### src/rtl/mem_arbiter.sv
// -----------------------------------------------------------------------------
// mem_arbiter
// Shares one memory port between CHANNELS requesting masters (instruction CMU,
// data CMU, DMA, debug, ...) using the cs/we/addr/data/ack handshake on both
// sides. One transaction is in flight at a time:
//   IDLE -> BUSY (request latched) -> DONE (one-cycle ack) -> IDLE.
//
// Ports
//   clk, rst      : clock, asynchronous active-high reset
//   ch_cs_i       : per-channel request
//   ch_we_i       : per-channel write enable
//   ch_addr_i     : packed per-channel address, channel k at [k*ADDR_WIDTH +: ADDR_WIDTH]
//   ch_data_i     : packed per-channel write data, same packing
//   ch_data_o     : shared read-data register
//   ch_ack_o      : one-hot, one-cycle completion pulse
//   ch_err_o      : completion was caused by a timeout (valid with ch_ack_o)
//   mem_cs_o/mem_we_o/mem_addr_o/mem_data_o : registered memory request
//   mem_data_i/mem_ack_i                    : memory read data / completion
//   grant_o       : one-hot owner of the memory port, 0 when idle
//   busy_o        : waiting on the memory
// -----------------------------------------------------------------------------
module mem_arbiter #(
    parameter int CHANNELS   = 2,
    parameter int ADDR_WIDTH = 32,
    parameter int DATA_WIDTH = 32,
    parameter int RR_MODE    = 1,
    parameter int TIMEOUT    = 0
) (
    input  logic                           clk,
    input  logic                           rst,
    input  logic [CHANNELS-1:0]            ch_cs_i,
    input  logic [CHANNELS-1:0]            ch_we_i,
    input  logic [CHANNELS*ADDR_WIDTH-1:0] ch_addr_i,
    input  logic [CHANNELS*DATA_WIDTH-1:0] ch_data_i,
    output logic [DATA_WIDTH-1:0]          ch_data_o,
    output logic [CHANNELS-1:0]            ch_ack_o,
    output logic                           ch_err_o,
    output logic                           mem_cs_o,
    output logic                           mem_we_o,
    output logic [ADDR_WIDTH-1:0]          mem_addr_o,
    output logic [DATA_WIDTH-1:0]          mem_data_o,
    input  logic [DATA_WIDTH-1:0]          mem_data_i,
    input  logic                           mem_ack_i,
    output logic [CHANNELS-1:0]            grant_o,
    output logic                           busy_o
);
    localparam int PTR_W = (CHANNELS > 1) ? $clog2(CHANNELS) : 1;
    localparam int CNT_W = (TIMEOUT > 0) ? $clog2(TIMEOUT + 1) : 1;
    localparam logic [CNT_W-1:0] CNT_LAST  = (TIMEOUT > 0) ? CNT_W'(TIMEOUT - 1) : '0;
    localparam logic [PTR_W-1:0] PTR_RESET = PTR_W'(CHANNELS - 1);

    typedef enum logic [1:0] {
        S_IDLE = 2'd0,
        S_BUSY = 2'd1,
        S_DONE = 2'd2
    } state_t;

    state_t                r_state,    w_state_next;
    logic [PTR_W-1:0]      r_ptr,      w_ptr_next;
    logic [CNT_W-1:0]      r_cnt,      w_cnt_next;
    logic [CHANNELS-1:0]   r_grant,    w_grant_next;
    logic [CHANNELS-1:0]   r_ack,      w_ack_next;
    logic                  r_err,      w_err_next;
    logic [DATA_WIDTH-1:0] r_data,     w_data_next;
    logic                  r_mem_cs,   w_mem_cs_next;
    logic                  r_mem_we,   w_mem_we_next;
    logic [ADDR_WIDTH-1:0] r_mem_addr, w_mem_addr_next;
    logic [DATA_WIDTH-1:0] r_mem_data, w_mem_data_next;
    logic                  r_busy,     w_busy_next;

    logic [ADDR_WIDTH-1:0] w_ch_addr [CHANNELS];
    logic [DATA_WIDTH-1:0] w_ch_data [CHANNELS];
    logic [PTR_W-1:0]      w_win;

    genvar gi;
    generate
        for (gi = 0; gi < CHANNELS; gi++) begin : g_unpack
            assign w_ch_addr[gi] = ch_addr_i[gi*ADDR_WIDTH +: ADDR_WIDTH];
            assign w_ch_data[gi] = ch_data_i[gi*DATA_WIDTH +: DATA_WIDTH];
        end
    endgenerate

    // Round-robin scans ptr+1, ptr+2, ... (mod CHANNELS), so the channel served
    // last has the lowest priority. Fixed priority scans 0, 1, 2, ...
    function automatic logic [PTR_W-1:0] pick_winner(input logic [CHANNELS-1:0] req,
                                                     input logic [PTR_W-1:0]    ptr);
        logic [PTR_W-1:0] win;
        logic             found;
        int               idx;
        win   = '0;
        found = 1'b0;
        for (int i = 1; i <= CHANNELS; i++) begin
            if (RR_MODE != 0) begin
                idx = (int'(ptr) + i) % CHANNELS;
            end else begin
                idx = i - 1;
            end
            if (!found && req[idx[PTR_W-1:0]]) begin
                found = 1'b1;
                win   = idx[PTR_W-1:0];
            end
        end
        return win;
    endfunction

    assign w_win = pick_winner(ch_cs_i, r_ptr);

    always_comb begin
        w_state_next    = r_state;
        w_ptr_next      = r_ptr;
        w_cnt_next      = r_cnt;
        w_grant_next    = r_grant;
        w_ack_next      = r_ack;
        w_err_next      = r_err;
        w_data_next     = r_data;
        w_mem_cs_next   = r_mem_cs;
        w_mem_we_next   = r_mem_we;
        w_mem_addr_next = r_mem_addr;
        w_mem_data_next = r_mem_data;
        w_busy_next     = r_busy;

        case (r_state)
            S_IDLE: begin
                if (|ch_cs_i) begin
                    w_state_next    = S_BUSY;
                    w_ptr_next      = w_win;
                    w_cnt_next      = '0;
                    w_grant_next    = CHANNELS'(1) << w_win;
                    w_mem_cs_next   = 1'b1;
                    w_mem_we_next   = ch_we_i[w_win];
                    w_mem_addr_next = w_ch_addr[w_win];
                    w_mem_data_next = w_ch_data[w_win];
                    w_busy_next     = 1'b1;
                end
            end
            S_BUSY: begin
                if (mem_ack_i) begin
                    if (!r_mem_we) begin
                        w_data_next = mem_data_i;
                    end
                    w_ack_next    = r_grant;
                    w_err_next    = 1'b0;
                    w_mem_cs_next = 1'b0;
                    w_mem_we_next = 1'b0;
                    w_busy_next   = 1'b0;
                    w_state_next  = S_DONE;
                end else if ((TIMEOUT != 0) && (r_cnt == CNT_LAST)) begin
                    // Abort: complete towards the requester with the error flag,
                    // leaving the read-data register untouched.
                    w_ack_next    = r_grant;
                    w_err_next    = 1'b1;
                    w_mem_cs_next = 1'b0;
                    w_mem_we_next = 1'b0;
                    w_busy_next   = 1'b0;
                    w_state_next  = S_DONE;
                end else if (r_cnt != '1) begin
                    // Saturating: with the timeout disabled the counter just parks.
                    w_cnt_next = r_cnt + 1'b1;
                end
            end
            S_DONE: begin
                w_ack_next   = '0;
                w_err_next   = 1'b0;
                w_grant_next = '0;
                w_state_next = S_IDLE;
            end
            default: begin
                w_state_next = S_IDLE;
            end
        endcase
    end

    always_ff @(posedge clk or posedge rst) begin
        if (rst) begin
            r_state    <= S_IDLE;
            r_ptr      <= PTR_RESET;
            r_cnt      <= '0;
            r_grant    <= '0;
            r_ack      <= '0;
            r_err      <= 1'b0;
            r_data     <= '0;
            r_mem_cs   <= 1'b0;
            r_mem_we   <= 1'b0;
            r_mem_addr <= '0;
            r_mem_data <= '0;
            r_busy     <= 1'b0;
        end else begin
            r_state    <= w_state_next;
            r_ptr      <= w_ptr_next;
            r_cnt      <= w_cnt_next;
            r_grant    <= w_grant_next;
            r_ack      <= w_ack_next;
            r_err      <= w_err_next;
            r_data     <= w_data_next;
            r_mem_cs   <= w_mem_cs_next;
            r_mem_we   <= w_mem_we_next;
            r_mem_addr <= w_mem_addr_next;
            r_mem_data <= w_mem_data_next;
            r_busy     <= w_busy_next;
        end
    end

    assign ch_data_o  = r_data;
    assign ch_ack_o   = r_ack;
    assign ch_err_o   = r_err;
    assign mem_cs_o   = r_mem_cs;
    assign mem_we_o   = r_mem_we;
    assign mem_addr_o = r_mem_addr;
    assign mem_data_o = r_mem_data;
    assign grant_o    = r_grant;
    assign busy_o     = r_busy;

endmodule

### config.mk
export PLATFORM = sky130hd
export DESIGN_NAME = mem_arbiter
export DESIGN_NICKNAME = d
export VERILOG_FILES = /design/src/rtl/mem_arbiter.sv
export SDC_FILE = /design/constraint.sdc
export NUM_CORES = 1
export LEC_CHECK = 0
export ABC_AREA = 1
export CORE_MARGIN = 10
export CORE_UTILIZATION = 55
export CTS_CLUSTER_SIZE = 28
export DETAILED_ROUTE_END_ITERATION = 10
export DONT_BUFFER_PORTS = 1
export GPL_ROUTABILITY_DRIVEN = 1
export GPL_TIMING_DRIVEN = 0
export PLACE_DENSITY = 0.7
export SLEW_MARGIN = 30
export SYNTH_ARGS = -nofsm -noshare
export SYNTH_HDL_FRONTEND = slang
export SYNTH_SLANG_ARGS = --single-unit
export TNS_END_PERCENT = 5
### constraint.sdc
create_clock -name clk -period 4.3 [get_ports clk]
set_input_delay 0.645 -clock clk [delete_from_list [all_inputs] [get_ports clk]]
set_output_delay 0.645 -clock clk [all_outputs]
set_load 0.01 [all_outputs]
# Word-level counts from Yosys, hierarchy flattened
# Cells that the tools add are included.
# Widths: inputs -> output; s select.
[op_classes]
add_sub_neg = 2
magnitude_cmp = 4
eq_ne = 4
shift = 1
mux = 28
bitwise = 2
reduce_logical = 13
[ops]
columns = ["op", "count"]
rows = [
  ["$mux 32", 6],
  ["$mux 1", 12],
  ["$pmux 2 s2", 3],
  ["$mux 2", 4],
  ["$reduce_and 2->1", 4],
  ["$lt 1x2->1 const B", 3],
  ["$pmux 1 s2", 3],
  ["$reduce_and 3->1", 2],
  ["$reduce_bool 2->1", 3],
  ["$ne 2x2->1 const B", 2],
  ["$add 1x1->1 const B", 2],
  ["$eq 2x1->1 const B", 1],
  ["$eq 2x2->1 const B", 1],
  ["$ge 2x2->1 const B", 1],
  ["$logic_not 2->1", 1],
  ["$not 1->2", 1],
  ["$reduce_or 2->1", 1],
  ["$shl 1x1->2 const A", 1],
  ["$logic_and 1x1->1", 1],
  ["$logic_not 1->1", 1],
  ["$not 1->1", 1],
]
[totals]
regBits = 106
output_inout_bits = 104

# Longest topological paths before layout
[depth]
ltp_word = 11
mapped_depth = 8

# Least setup slack after synthesis
# Ideal clock, no wire load.
[synth_path]
kind = "input-to-reg"
start = "in ch_cs_i[1]"
end = "reg r_mem_addr[0], in the netlist mem_addr_o[0]"
setup_time_ps = 66
t_arrival_ps = 1395
required_time_ps = 4234
slack_ps = 2839
cell_stages = 5
path_buffers = 2
path_cell_list = "buf_2 -> o21ai_2 -> clkbuf_1 -> nand2_1 -> nand2_1"
[synth_between]
elab_chain_cells = 10
word_cells_on_any_way = 15
cone_classes = "mux: 10; bitwise: 1; reduce/logical: 4"
[synth_rtl]
columns = ["item", "line", "source"]
rows = [
  ["start, declared", "31", "input logic [CHANNELS-1:0] ch_cs_i,"],
  ["$mux 1 (not written as such) (2 in a row)", "98", "if (!found && req[idx[PTR_W-1:0]]) begin"],
  ["$mux 1", "98", ""],
  ["$logic_not 1->1", "98", ""],
  ["$logic_and 1x1->1", "98", ""],
  ["$mux 1", "98", ""],
  ["$not 1->2 (not written as such)", "131", "w_mem_addr_next = w_ch_addr[w_win];"],
  ["$mux 32 (not written as such) (3 in a row)", "131", ""],
  ["end signal, assigned", "197", "r_mem_addr <= w_mem_addr_next;"],
  ["end, declared", "67", "logic [ADDR_WIDTH-1:0] r_mem_addr, w_mem_addr_next;"],
]
# Parallel ways exist; a longest one is shown, timed or not. The select of a mux whose other input is x is not followed.
# A chain may end at the register's enable or synchronous reset.

==> flow_metrics.tcl <==
set metrics [dict create \
    globalRouteOverflowTotal 0 \
    crit_start "busy_o" \
    worst-path-stages 1 \
    syn_area_um2 4985 \
    fin_crit_ns 1.626 \
    grt_max_degree 59 \
    tightest_slew_ns 0.6357 \
    num_rows 34 \
    synth_ff_type "dfrtp_1" \
    drt-total-wl_um 15510 \
    end_kind "primary output" \
    avgSynthCellArea_um2 7.396 \
    drcViolationCount 0 \
    antenna_found_initial 1 \
    place_congestion 0.7967 \
    chipWidth_um 115.2 \
    synthDistinctLibCells 14 \
    synth_top_family_by_area "simple AND/OR/NAND/NOR gates" \
    cts_setup_buffers 0 \
    dpl.cell_count 783 \
    cp_data_required_time_ns 3.65 \
    synth_edf_count 0 \
    hp-class "input pin to asynchronous set/reset pin" \
    dieArea_um2 13270 \
    startpoint_type "flop" \
    drt-initial-drc-count 352 \
    crit_family "flip-flops" \
    synth_seq_cells 105 \
    ant_nets 0 \
    synthMuxAreaShare_pct 0 \
    path_buf_inv 1 \
    fin_crit_sh_pct 37.82 \
    r2r-start "r_ptr" \
    rsz0062_at_grt "false" \
    numPortBuffers 0 \
    h-tree-depth 3 \
    yosys.area.top_type_share_pct 52.21 \
    yosys.area_share.simple_pct 41.47 \
    slew_violations 0 \
    core_um2 8763 \
    drv_cap 0 \
    num_vias 4342 \
    drive_above_1_share_pct 8.828 \
    ys_top_cells_by_area "dfrtp_1, nand2_1, nand3_1" \
    syn_inst 674 \
    grt_pass1_wl_um 23580 \
    crit_slowest_cell "dfrtp_1" \
    clk_latency_ns 0.36 \
    yosysWarnings 0 \
    yosys-top-cells-count "nand2_1, dfrtp_1, nand3_1, buf_2, buf_4" \
    path_cells "buf_4" \
    outcome "finished clean" \
    wl_per_cell_um 19.38 \
    area_delta_synth_final_pct 7.179 \
    tns_ns 0 \
    finalHoldViolCount 0 \
    via_per_inst 5.428 \
    start_util_pct 56.88 \
    synthAdderAreaFrac_pct 0 \
    synth_most_common_cell "nand2_1" \
    max-vdd-ir-drop_v 0.0002814 \
    grt_usage_pct 22.39 \
    cpPeakStageDelay_ns 0.45 \
    cts_sinks 105 \
    final_cells 800 \
    clk_pin_slew_ns 0.10 \
    fin_worst_hold_slack_ns 0.1644 \
    yosysSeqAreaShare_pct 52.74 \
    rr_worst_depth 8 \
    synth-xor-area-share_pct 0 \
    maxSlewHeadroom_pct 57.62 \
    p_leak_nw 3.070 \
    clock_skew_ns 0.009410 \
    fmax_mhz 614.9 \
    cts_tree "yes" \
    die_h_um 115.2 \
    power-per-cell-area_nw_per_um2 718.5 \
    clockBufferDepth 2 \
    synth_compound_area_share_pct 0.1757 \
    io-pin-count 271 \
    first_pass_iters 5 \
    critical_path_arrival_ns 0.98 \
    grt_pass1_vias 4250 \
    netlist.top_cell.by_area "dfrtp_1" \
    critPathKind "flop to primary output" \
    ys_async_sr_fraction_pct 100.0 \
    setup_viol 0 \
    syn-num-nets 841 \
    hpwl_um 12250 \
    r2r_slack_ns 2.87 \
    holdBufCountCts 0 \
    nets 853 \
    cts_made_buffers 9 \
    path_max_fanout 3 \
    ctsResizeCount 0 \
    clock-root-buffer "clkbuf_8" \
]
layer usage:
metal / up-vias / routed length [µm] / part of all wire (%) / global-route usage (%)
met4: 0 / 235 / 1.5 / 6.023
met5: - / 0 / 0 / 0
met3: 17 / 1867 / 12 / 9.063
met2: 207 / 7743 / 50 / 36.15
met1: 1999 / 5661 / 37 / 27.16
li1: 2119 / - / - / -
cells in the final DEF (no fill, tap or decap):
master,n
buf_16,1
buf_2,26
buf_4,12
clkbuf_1,9
clkbuf_8,10
clkinv_2,1
clkinv_4,2
clkinvlp_4,1
conb_1,1
dfrtp_1,104
dfstp_2,1
diode_2,1
inv_1,4
inv_2,1
inv_6,2
inv_8,1
nand2_1,405
nand3_1,103
nand3b_1,1
nor2_1,3
nor2_2,2
o21ai_2,1
where the power goes:
group          switching [W]  internal, W
combinational       0.000779     0.000414
sequential          0.000614      0.00145
clock               0.000347     0.000234
total                0.00174      0.00210
sequential cells by signal, summed over array words and instances (netlist names):
name / flops
busy_o: 1
grant_o: 2
ch_ack_o: 2
mem_we_o: 1
r_state: 2
ch_data_o: 32
mem_addr_o: 32
mem_data_o: 32
r_ptr: 1
logic make-up after synthesis:
kind of cell           Yosys count
AOI/OAI and AO/OA                1
buffers and inverters           53
DFF                            105
other                            1
and+or+nand+nor                514
metrics by stage:
stage | cell area [µm²] | power [W] | setup WS (ns) | util (%)
2_1_floorplan | 4985 | 0.002863 | 0.8961 | -
3_3_place_gp | 5120 | 0.003243 | -0.1558 | 58.42
3_5_place_dp | 5152 | 0.003302 | 2.525 | 58.79
4_1_cts | 5340 | 0.003886 | 2.641 | 60.94
5_1_grt | 5343 | 0.004171 | 2.613 | 60.97
6_report | 5343 | 0.003839 | 2.674 | 60.97
cell type report:
type,instances,area (µm²)
timing repair buffer,1,27.53
sequential,105,2629
antenna,1,2.502
multi-input combinational,516,2079
clock inverter,6,50.05
fill,849,3421
buffer,47,254.0
clock buffer,10,137.6
inverter,6,27.53
tap,108,135.1
worst paths after layout:
check / to
min reg2reg: r_ptr
max: mem_cs_o
max reg2reg: mem_data_o[23]
min in group clk: ch_data_o[5]
min: mem_addr_o[28]
max in group asynchronous: r_ptr
No activity file was read; power rests on OpenSTA's default activity.
